**config.mk**
```make
export PLATFORM = sky130hd
export DESIGN_NAME = div_iter_flat
export DESIGN_NICKNAME = d
export VERILOG_FILES = /design/src/rtl/div_iter_if.sv /design/src/rtl/div_iter.sv /design/src/flat_wrapper.sv
export SDC_FILE = /design/constraint.sdc
export NUM_CORES = 1
export LEC_CHECK = 0
export ABC_CLOCK_PERIOD_IN_PS = 7900
export BUFFER_PORTS_ARGS = -buffer_cell sky130_fd_sc_hd__buf_2
export CAP_MARGIN = 20
export CORE_UTILIZATION = 30
export CTS_CLUSTER_DIAMETER = 200
export DETAILED_ROUTE_END_ITERATION = 12
export HOLD_SLACK_MARGIN = 0.06
export PLACE_DENSITY_LB_ADDON = 0.15
export SLEW_MARGIN = 20
export SYNTH_ARGS = -nofsm -noshare
export SYNTH_HDL_FRONTEND = slang
export SYNTH_SLANG_ARGS = --single-unit
```
**constraint.sdc**
```tcl
create_clock -name clk -period 7.9 [get_ports clk]
set_clock_uncertainty 0.15 [all_clocks]
set_input_delay 0.79 -clock clk [delete_from_list [all_inputs] [get_ports clk]]
set_output_delay 0.79 -clock clk [all_outputs]
set_load 0.1 [all_outputs]
```
**src/rtl/div_iter_if.sv**
```systemverilog
// Start/operand handshake between the EX stage and the iterative divider.
interface div_iter_if #(
  parameter int WIDTH = 32
);
  logic                 signed_div_i;
  logic [WIDTH-1:0]     opdata1_i;
  logic [WIDTH-1:0]     opdata2_i;
  logic                 start_i;
  logic                 annul_i;
  logic [2*WIDTH-1:0]   result_o;
  logic                 ready_o;
  logic                 div_zero_o;
  logic                 busy_o;

  // EX stage side
  modport master (
    output signed_div_i, opdata1_i, opdata2_i, start_i, annul_i,
    input  result_o, ready_o, div_zero_o, busy_o
  );

  // divider side
  modport slave (
    input  signed_div_i, opdata1_i, opdata2_i, start_i, annul_i,
    output result_o, ready_o, div_zero_o, busy_o
  );
endinterface

```
**src/rtl/div_iter.sv**
```systemverilog
// Iterative restoring divider, one quotient bit per cycle, MSB first.
// Result is {remainder, quotient}; signed mode divides magnitudes and
// fixes signs on the last iteration.
//
// state  | meaning
// -------+-------------------------------------------------------------
// IDLE   | waiting for start_i; operands latched on acceptance
// BYZERO | zero divisor seen; next cycle reports div_zero_o
// ON     | restoring iterations, cnt = iterations done so far
// END    | result valid, held until start_i drops
module div_iter #(
  parameter int WIDTH = 32
) (
  input  logic        clk,
  input  logic        rst,
  div_iter_if.slave   bus
);

  localparam int CW = $clog2(WIDTH) + 1;

  typedef enum logic [1:0] {IDLE, BYZERO, ON, END} state_t;

  state_t               state, state_n;
  logic [CW-1:0]        cnt, cnt_n;
  logic [WIDTH:0]       rem, rem_n;
  logic [WIDTH-1:0]     quo, quo_n;
  logic [WIDTH-1:0]     dvs, dvs_n;
  logic                 sgn_mode, sgn_mode_n;
  logic                 sgn_a, sgn_a_n;
  logic                 sgn_b, sgn_b_n;
  logic [2*WIDTH-1:0]   result, result_n;
  logic                 ready, ready_n;
  logic                 divz, divz_n;

  logic [WIDTH-1:0]     a_mag, b_mag;
  logic [WIDTH:0]       shifted, diff, rem_step;
  logic [WIDTH-1:0]     quo_step, q_fix, r_fix;

  // One restoring step plus the sign fix applied to its outcome. The
  // magnitude of the most negative value is representable unsigned, so
  // -2^(WIDTH-1) / -1 naturally wraps back to -2^(WIDTH-1).
  always_comb begin
    a_mag    = (bus.signed_div_i && bus.opdata1_i[WIDTH-1]) ? -bus.opdata1_i : bus.opdata1_i;
    b_mag    = (bus.signed_div_i && bus.opdata2_i[WIDTH-1]) ? -bus.opdata2_i : bus.opdata2_i;
    shifted  = {rem[WIDTH-1:0], quo[WIDTH-1]};
    diff     = shifted - {1'b0, dvs};
    if (!diff[WIDTH]) begin
      rem_step = diff;
      quo_step = {quo[WIDTH-2:0], 1'b1};
    end else begin
      rem_step = shifted;
      quo_step = {quo[WIDTH-2:0], 1'b0};
    end
    q_fix = (sgn_mode && (sgn_a ^ sgn_b)) ? -quo_step : quo_step;
    r_fix = (sgn_mode && sgn_a) ? -rem_step[WIDTH-1:0] : rem_step[WIDTH-1:0];
  end

  // Next-state and next-register values; annul_i overrides everything.
  always_comb begin
    state_n    = state;
    cnt_n      = cnt;
    rem_n      = rem;
    quo_n      = quo;
    dvs_n      = dvs;
    sgn_mode_n = sgn_mode;
    sgn_a_n    = sgn_a;
    sgn_b_n    = sgn_b;
    result_n   = result;
    ready_n    = ready;
    divz_n     = divz;

    case (state)
      IDLE: begin
        if (bus.start_i) begin
          sgn_mode_n = bus.signed_div_i;
          sgn_a_n    = bus.opdata1_i[WIDTH-1];
          sgn_b_n    = bus.opdata2_i[WIDTH-1];
          quo_n      = a_mag;
          dvs_n      = b_mag;
          rem_n      = '0;
          cnt_n      = '0;
          state_n    = (bus.opdata2_i == '0) ? BYZERO : ON;
        end
      end
      BYZERO: begin
        state_n  = END;
        result_n = '0;
        ready_n  = 1'b1;
        divz_n   = 1'b1;
      end
      ON: begin
        rem_n = rem_step;
        quo_n = quo_step;
        cnt_n = cnt + CW'(1);
        if (cnt == CW'(WIDTH - 1)) begin
          state_n  = END;
          result_n = {r_fix, q_fix};
          ready_n  = 1'b1;
          divz_n   = 1'b0;
        end
      end
      END: begin
        if (!bus.start_i) begin
          state_n  = IDLE;
          result_n = '0;
          ready_n  = 1'b0;
          divz_n   = 1'b0;
        end
      end
      default: state_n = IDLE;
    endcase

    if (bus.annul_i) begin
      state_n  = IDLE;
      cnt_n    = '0;
      result_n = '0;
      ready_n  = 1'b0;
      divz_n   = 1'b0;
    end
  end

  // State and datapath registers with synchronous reset.
  always_ff @(posedge clk) begin
    if (rst) begin
      state    <= IDLE;
      cnt      <= '0;
      rem      <= '0;
      quo      <= '0;
      dvs      <= '0;
      sgn_mode <= 1'b0;
      sgn_a    <= 1'b0;
      sgn_b    <= 1'b0;
      result   <= '0;
      ready    <= 1'b0;
      divz     <= 1'b0;
    end else begin
      state    <= state_n;
      cnt      <= cnt_n;
      rem      <= rem_n;
      quo      <= quo_n;
      dvs      <= dvs_n;
      sgn_mode <= sgn_mode_n;
      sgn_a    <= sgn_a_n;
      sgn_b    <= sgn_b_n;
      result   <= result_n;
      ready    <= ready_n;
      divz     <= divz_n;
    end
  end

  assign bus.result_o   = result;
  assign bus.ready_o    = ready;
  assign bus.div_zero_o = divz;
  assign bus.busy_o     = (state != IDLE);

endmodule

```
**src/flat_wrapper.sv**
```systemverilog
// flat-port wrapper written by rule: the top's interface ports become plain ports
module div_iter_flat 
#(
  parameter int WIDTH = 32
)
  (clk, rst, bus_signed_div_i, bus_opdata1_i, bus_opdata2_i, bus_start_i, bus_annul_i, bus_result_o, bus_ready_o, bus_div_zero_o, bus_busy_o);
  div_iter_if #(.WIDTH(WIDTH)) bus_i ();
  input  logic clk;
  input  logic rst;
  input wire logic [$bits(bus_i.signed_div_i)-1:0] bus_signed_div_i;
  input wire logic [$bits(bus_i.opdata1_i)-1:0] bus_opdata1_i;
  input wire logic [$bits(bus_i.opdata2_i)-1:0] bus_opdata2_i;
  input wire logic [$bits(bus_i.start_i)-1:0] bus_start_i;
  input wire logic [$bits(bus_i.annul_i)-1:0] bus_annul_i;
  output wire logic [$bits(bus_i.result_o)-1:0] bus_result_o;
  output wire logic [$bits(bus_i.ready_o)-1:0] bus_ready_o;
  output wire logic [$bits(bus_i.div_zero_o)-1:0] bus_div_zero_o;
  output wire logic [$bits(bus_i.busy_o)-1:0] bus_busy_o;
  assign bus_i.signed_div_i = bus_signed_div_i;
  assign bus_i.opdata1_i = bus_opdata1_i;
  assign bus_i.opdata2_i = bus_opdata2_i;
  assign bus_i.start_i = bus_start_i;
  assign bus_i.annul_i = bus_annul_i;
  assign bus_result_o = bus_i.result_o;
  assign bus_ready_o = bus_i.ready_o;
  assign bus_div_zero_o = bus_i.div_zero_o;
  assign bus_busy_o = bus_i.busy_o;
  div_iter #(.WIDTH(WIDTH)) u_core (.clk(clk), .rst(rst), .bus(bus_i));
endmodule
```
==> flow_metrics.py <==
metrics = {
    "setup_path": {
        "required_ns": 8.08,
        "end_kind": "register",
        "worstPathCellList": "inv_1 > ha_1 > inv_1 > fa_1 > a211oi_2 > o21ai_1 > o2111ai_1 > o211ai_4 > o21a_4 > nor2_8 > inv_2 > nand2_1 > o21ai_0 > inv_1 > ha_1 > nor3b_2 > a31oi_1 > a2111oi_4 > a41oi_2 > xnor2_1 > o21ai_1",
        "worstSetupPathType": "reg2reg",
        "slowest_delay_ns": 0.59,
        "crit_path_top_delay_cell": "nor2_8",
        "critPathMostFrequentCell": "inv_1",
        "arrival_ns": 5.86,
        "crit_fanout": 43,
        "r2r_start": "u_core.quo[31]$_SDFFE_PP0P_",
        "start_kind": "register",
        "worstSetupStartpoint": "u_core.quo[31]$_SDFFE_PP0P_",
    },
    "floorplanning": {
        "rows": 72,
        "die_area_um2": 40200,
        "dieWidth_um": 201,
        "core_area_um2": 38700,
        "start_util_pct": 30.5,
        "pin_count": 136,
        "die_h_um": 201,
    },
    "place": {
        "post-place-cells": 2089,
        "portBuffers": 135,
        "hpwl_mm": 29.5,
        "routabilityCongestion": 0.878,
        "pre_cts_slack_ns": 2.25,
    },
    "cells_and_area": {
        "fin_cells": 2121,
        "diodes": 0,
        "fillers": 4170,
        "drive_above_1_share_pct": 15.2,
        "area_growth_pct": 13.6,
        "nets": 1700,
    },
    "drt": {
        "drc_errors": 0,
        "post_drt_wl_per_cell_um": 18.7,
        "drt-total-wl_mm": 39.6,
        "dr_total_vias": 11412,
        "vias_per_cell": 5.38,
        "drtAntennaViolNets": 0,
        "dr.pass1.iters": 6,
        "drt_iter0_markers": 836,
    },
    "power_and_ir_drop": {
        "powerDensity_nw_per_um2": 174,
        "ir_drop_uv": 150,
        "leakagePower_nw": 5.17,
    },
    "timing": {
        "timing.slew.headroom_pct": 37.4,
        "fin_hold_ws_ns": 0.294,
        "fmax_mhz": 176,
        "rsz0062_at_grt": "false",
        "finalWorstSetupSlack_ns": 2.23,
        "maxSlewViolCount": 0,
        "fin_tns_setup_ns": 0,
        "finalHoldViolCount": 0,
        "setup_viol": 0,
        "finalCritPeriodShare_pct": 71.8,
        "worst_pin_slew_ns": 0.939,
        "final.min_clock_period_ns": 5.67,
    },
    "grt": {
        "grt_usage_pct": 19.7,
        "grt_pass1_vias": 10927,
        "grt_pass1_wl_mm": 62.5,
        "overflow": 0,
        "grt_max_degree": 72,
        "antenna_found_initial": 1,
    },
    "clocking": {
        "cts.clk_slew.worst_paths_ns": 0.07,
        "clk_latency_ns": 0.45,
        "cts_buffer_depth": 2,
        "cts.htree.levels": 4,
        "cts_resized": 0,
        "cts_root_buffer": "clkbuf_16",
        "cts_setup_buffers": 0,
        "cts_sinks": 173,
        "tritoncts": "yes",
        "cts_buffers": 17,
        "postCtsHoldBufs": 0,
    },
    "synthesis": {
        "yosys_warnings": 0,
        "synth_ff_type": "dfxtp_1",
        "synth-edff-count": 0,
        "avgSynthCellArea_um2": 7.80,
        "ys_seq_area_share_pct": 29.3,
        "synth_fp_nets": 1626,
        "synth_area_um2": 11800,
        "ys_ff_latch": 173,
        "synth_cell_types": 98,
        "syn-instance-count": 1516,
        "synth-async-reset-ratio_pct": 0,
    },
    "worst_hold_path": {
        "holdCritPathClass": "reg2reg",
        "min-delay-start": "u_core.bus.result_o[50]$_SDFFE_PP0P_",
    },
    "outcome": {
        "outcome": "complete, no violations",
    },
    "flow_run": {
        "drv_cap": 0,
    },
}
## cells in the final DEF (no fill, tap or decap), types with 9 or more instances in the layout
cell type    n
a211oi_1    36
inv_1       53
nand2_1    144
nand3_1     21
a222oi_1    31
o31ai_1     30
dfxtp_1    173
a31oi_1     12
and2_1      14
a22oi_1     48
buf_2      134
o21ai_1     23
ha_1        40
o21ai_0     67
a21o_1       9
o21a_1      12
and3_1       9
buf_4       11
xnor2_1     75
xor2_1      56
nand2b_1    11
a21oi_1    109
nor3_1      51
or3_1       21
nand4_1     15
clkbuf_16   17
mux2i_1     12
nor2_1     196
## worst max-delay path, delay by kind of cell (launching register included)
kind            cells  cell delay, ns
buf+inv             4            0.77
flops               1            0.33
simple gates        3            0.98
xor+xnor            1            0.17
compound gates     10            2.23
fa+ha+maj           3            0.92
## state kept, by name (all words and copies together) (netlist names)
| register | flops |
|---|---|
| u_core.bus.result_o | 64 |
| u_core.dvs | 32 |
| u_core.quo | 32 |
| u_core.rem | 32 |
| u_core.cnt | 6 |
| u_core.state | 2 |
| u_core.bus.div_zero_o | 1 |
| u_core.bus.ready_o | 1 |
| u_core.sgn_a | 1 |
| u_core.sgn_b | 1 |
| u_core.sgn_mode | 1 |
## per-layer routing
metal / vias to the layer above / track usage (%) / part of all wire, %
met1: 5471 / 25.8 / 46
met2: 235 / 33.1 / 48
li1: 5668 / - / -
met4: 0 / 6.22 / 2.3
met5: - / 0 / 0
met3: 38 / 2.76 / 3.4
## final timing paths
kind,to,slack (ns),cells past startpoint
max,u_core.bus.result_o[62]$_SDFFE_PP0P_,2.23,21
min,u_core.bus.result_o[50]$_SDFFE_PP0P_,0.29,2
max reg2reg,u_core.bus.result_o[62]$_SDFFE_PP0P_,2.23,21
min reg2reg,u_core.bus.result_o[50]$_SDFFE_PP0P_,0.29,2
## final cells by class
| class | count | area [µm²] | area share (%) |
|---|---|---|---|
| sequential | 173 | 3460 | 25.8 |
| timing repair buffer | 145 | 753 | 5.60 |
| multi-input combinational | 1197 | 7780 | 57.9 |
| clock inverter | 14 | 158 | 1.17 |
| inverter | 56 | 210 | 1.56 |
| tap | 518 | 648 | 4.82 |
| clock buffer | 18 | 429 | 3.19 |
## Yosys cell counts, drive strengths merged (3+ instances only)
master,n,area share [%]
a2111oi,3,0.38
a211oi,38,2.5
a21boi,6,0.48
a21o,9,0.57
a21oi,111,4.7
a221oi,3,0.22
a222oi,31,2.6
a22oi,48,3.0
a311oi,7,0.52
a31oi,13,0.81
a32oi,4,0.36
and2,16,0.85
and3,9,0.48
buf,27,1.4
clkbuf,63,2.0
dfxtp,173,29
ha,40,4.2
inv,54,1.7
mux2,9,0.86
mux2i,13,1.1
nand2,145,4.6
nand2b,11,0.58
nand3,22,0.93
nand3b,4,0.25
nand4,16,0.90
nor2,199,6.5
nor2b,8,0.42
nor3,53,2.4
nor3b,4,0.30
nor4,13,1.0
o211ai,7,0.56
o21a,13,0.89
o21ai,94,4.2
o22ai,4,0.21
o31a,3,0.22
o31ai,37,2.8
o41ai,7,0.58
or2,7,0.37
or3,23,1.3
or4,7,0.51
xnor2,76,5.7
xor2,56,4.1
## cells by family after synthesis
family	after synthesis	share of synthesized area, %
AO/OA/AOI/OAI	455	27.0
XOR/XNOR	132	9.84
adder cells (fa/ha/maj)	41	4.40
buffers and inverters	146	5.16
flip-flops	173	29.3
multiplexers	22	1.99
AND/OR/NAND/NOR	547	22.3
## power breakdown
group / switching (mW) / leakage [nW] / total [mW] / internal, mW
registers: 0.0307 / 1.41 / 0.937 / 0.906
logic: 0.351 / 3.47 / 0.528 / 0.177
clock network: 0.403 / 0.289 / 0.876 / 0.473
total: 0.784 / 5.17 / 2.34 / 1.56
## through the flow
stage,cell area (µm²),total power [mW],util [%]
after floorplan,11800,1.33,-
after global placement,12800,1.48,33.2
after detailed placement,12800,1.48,33.2
after CTS,13400,2.37,34.7
after global routing,13400,2.47,34.7
final,13400,2.34,34.7
No activity file was read; power rests on OpenSTA's default activity.
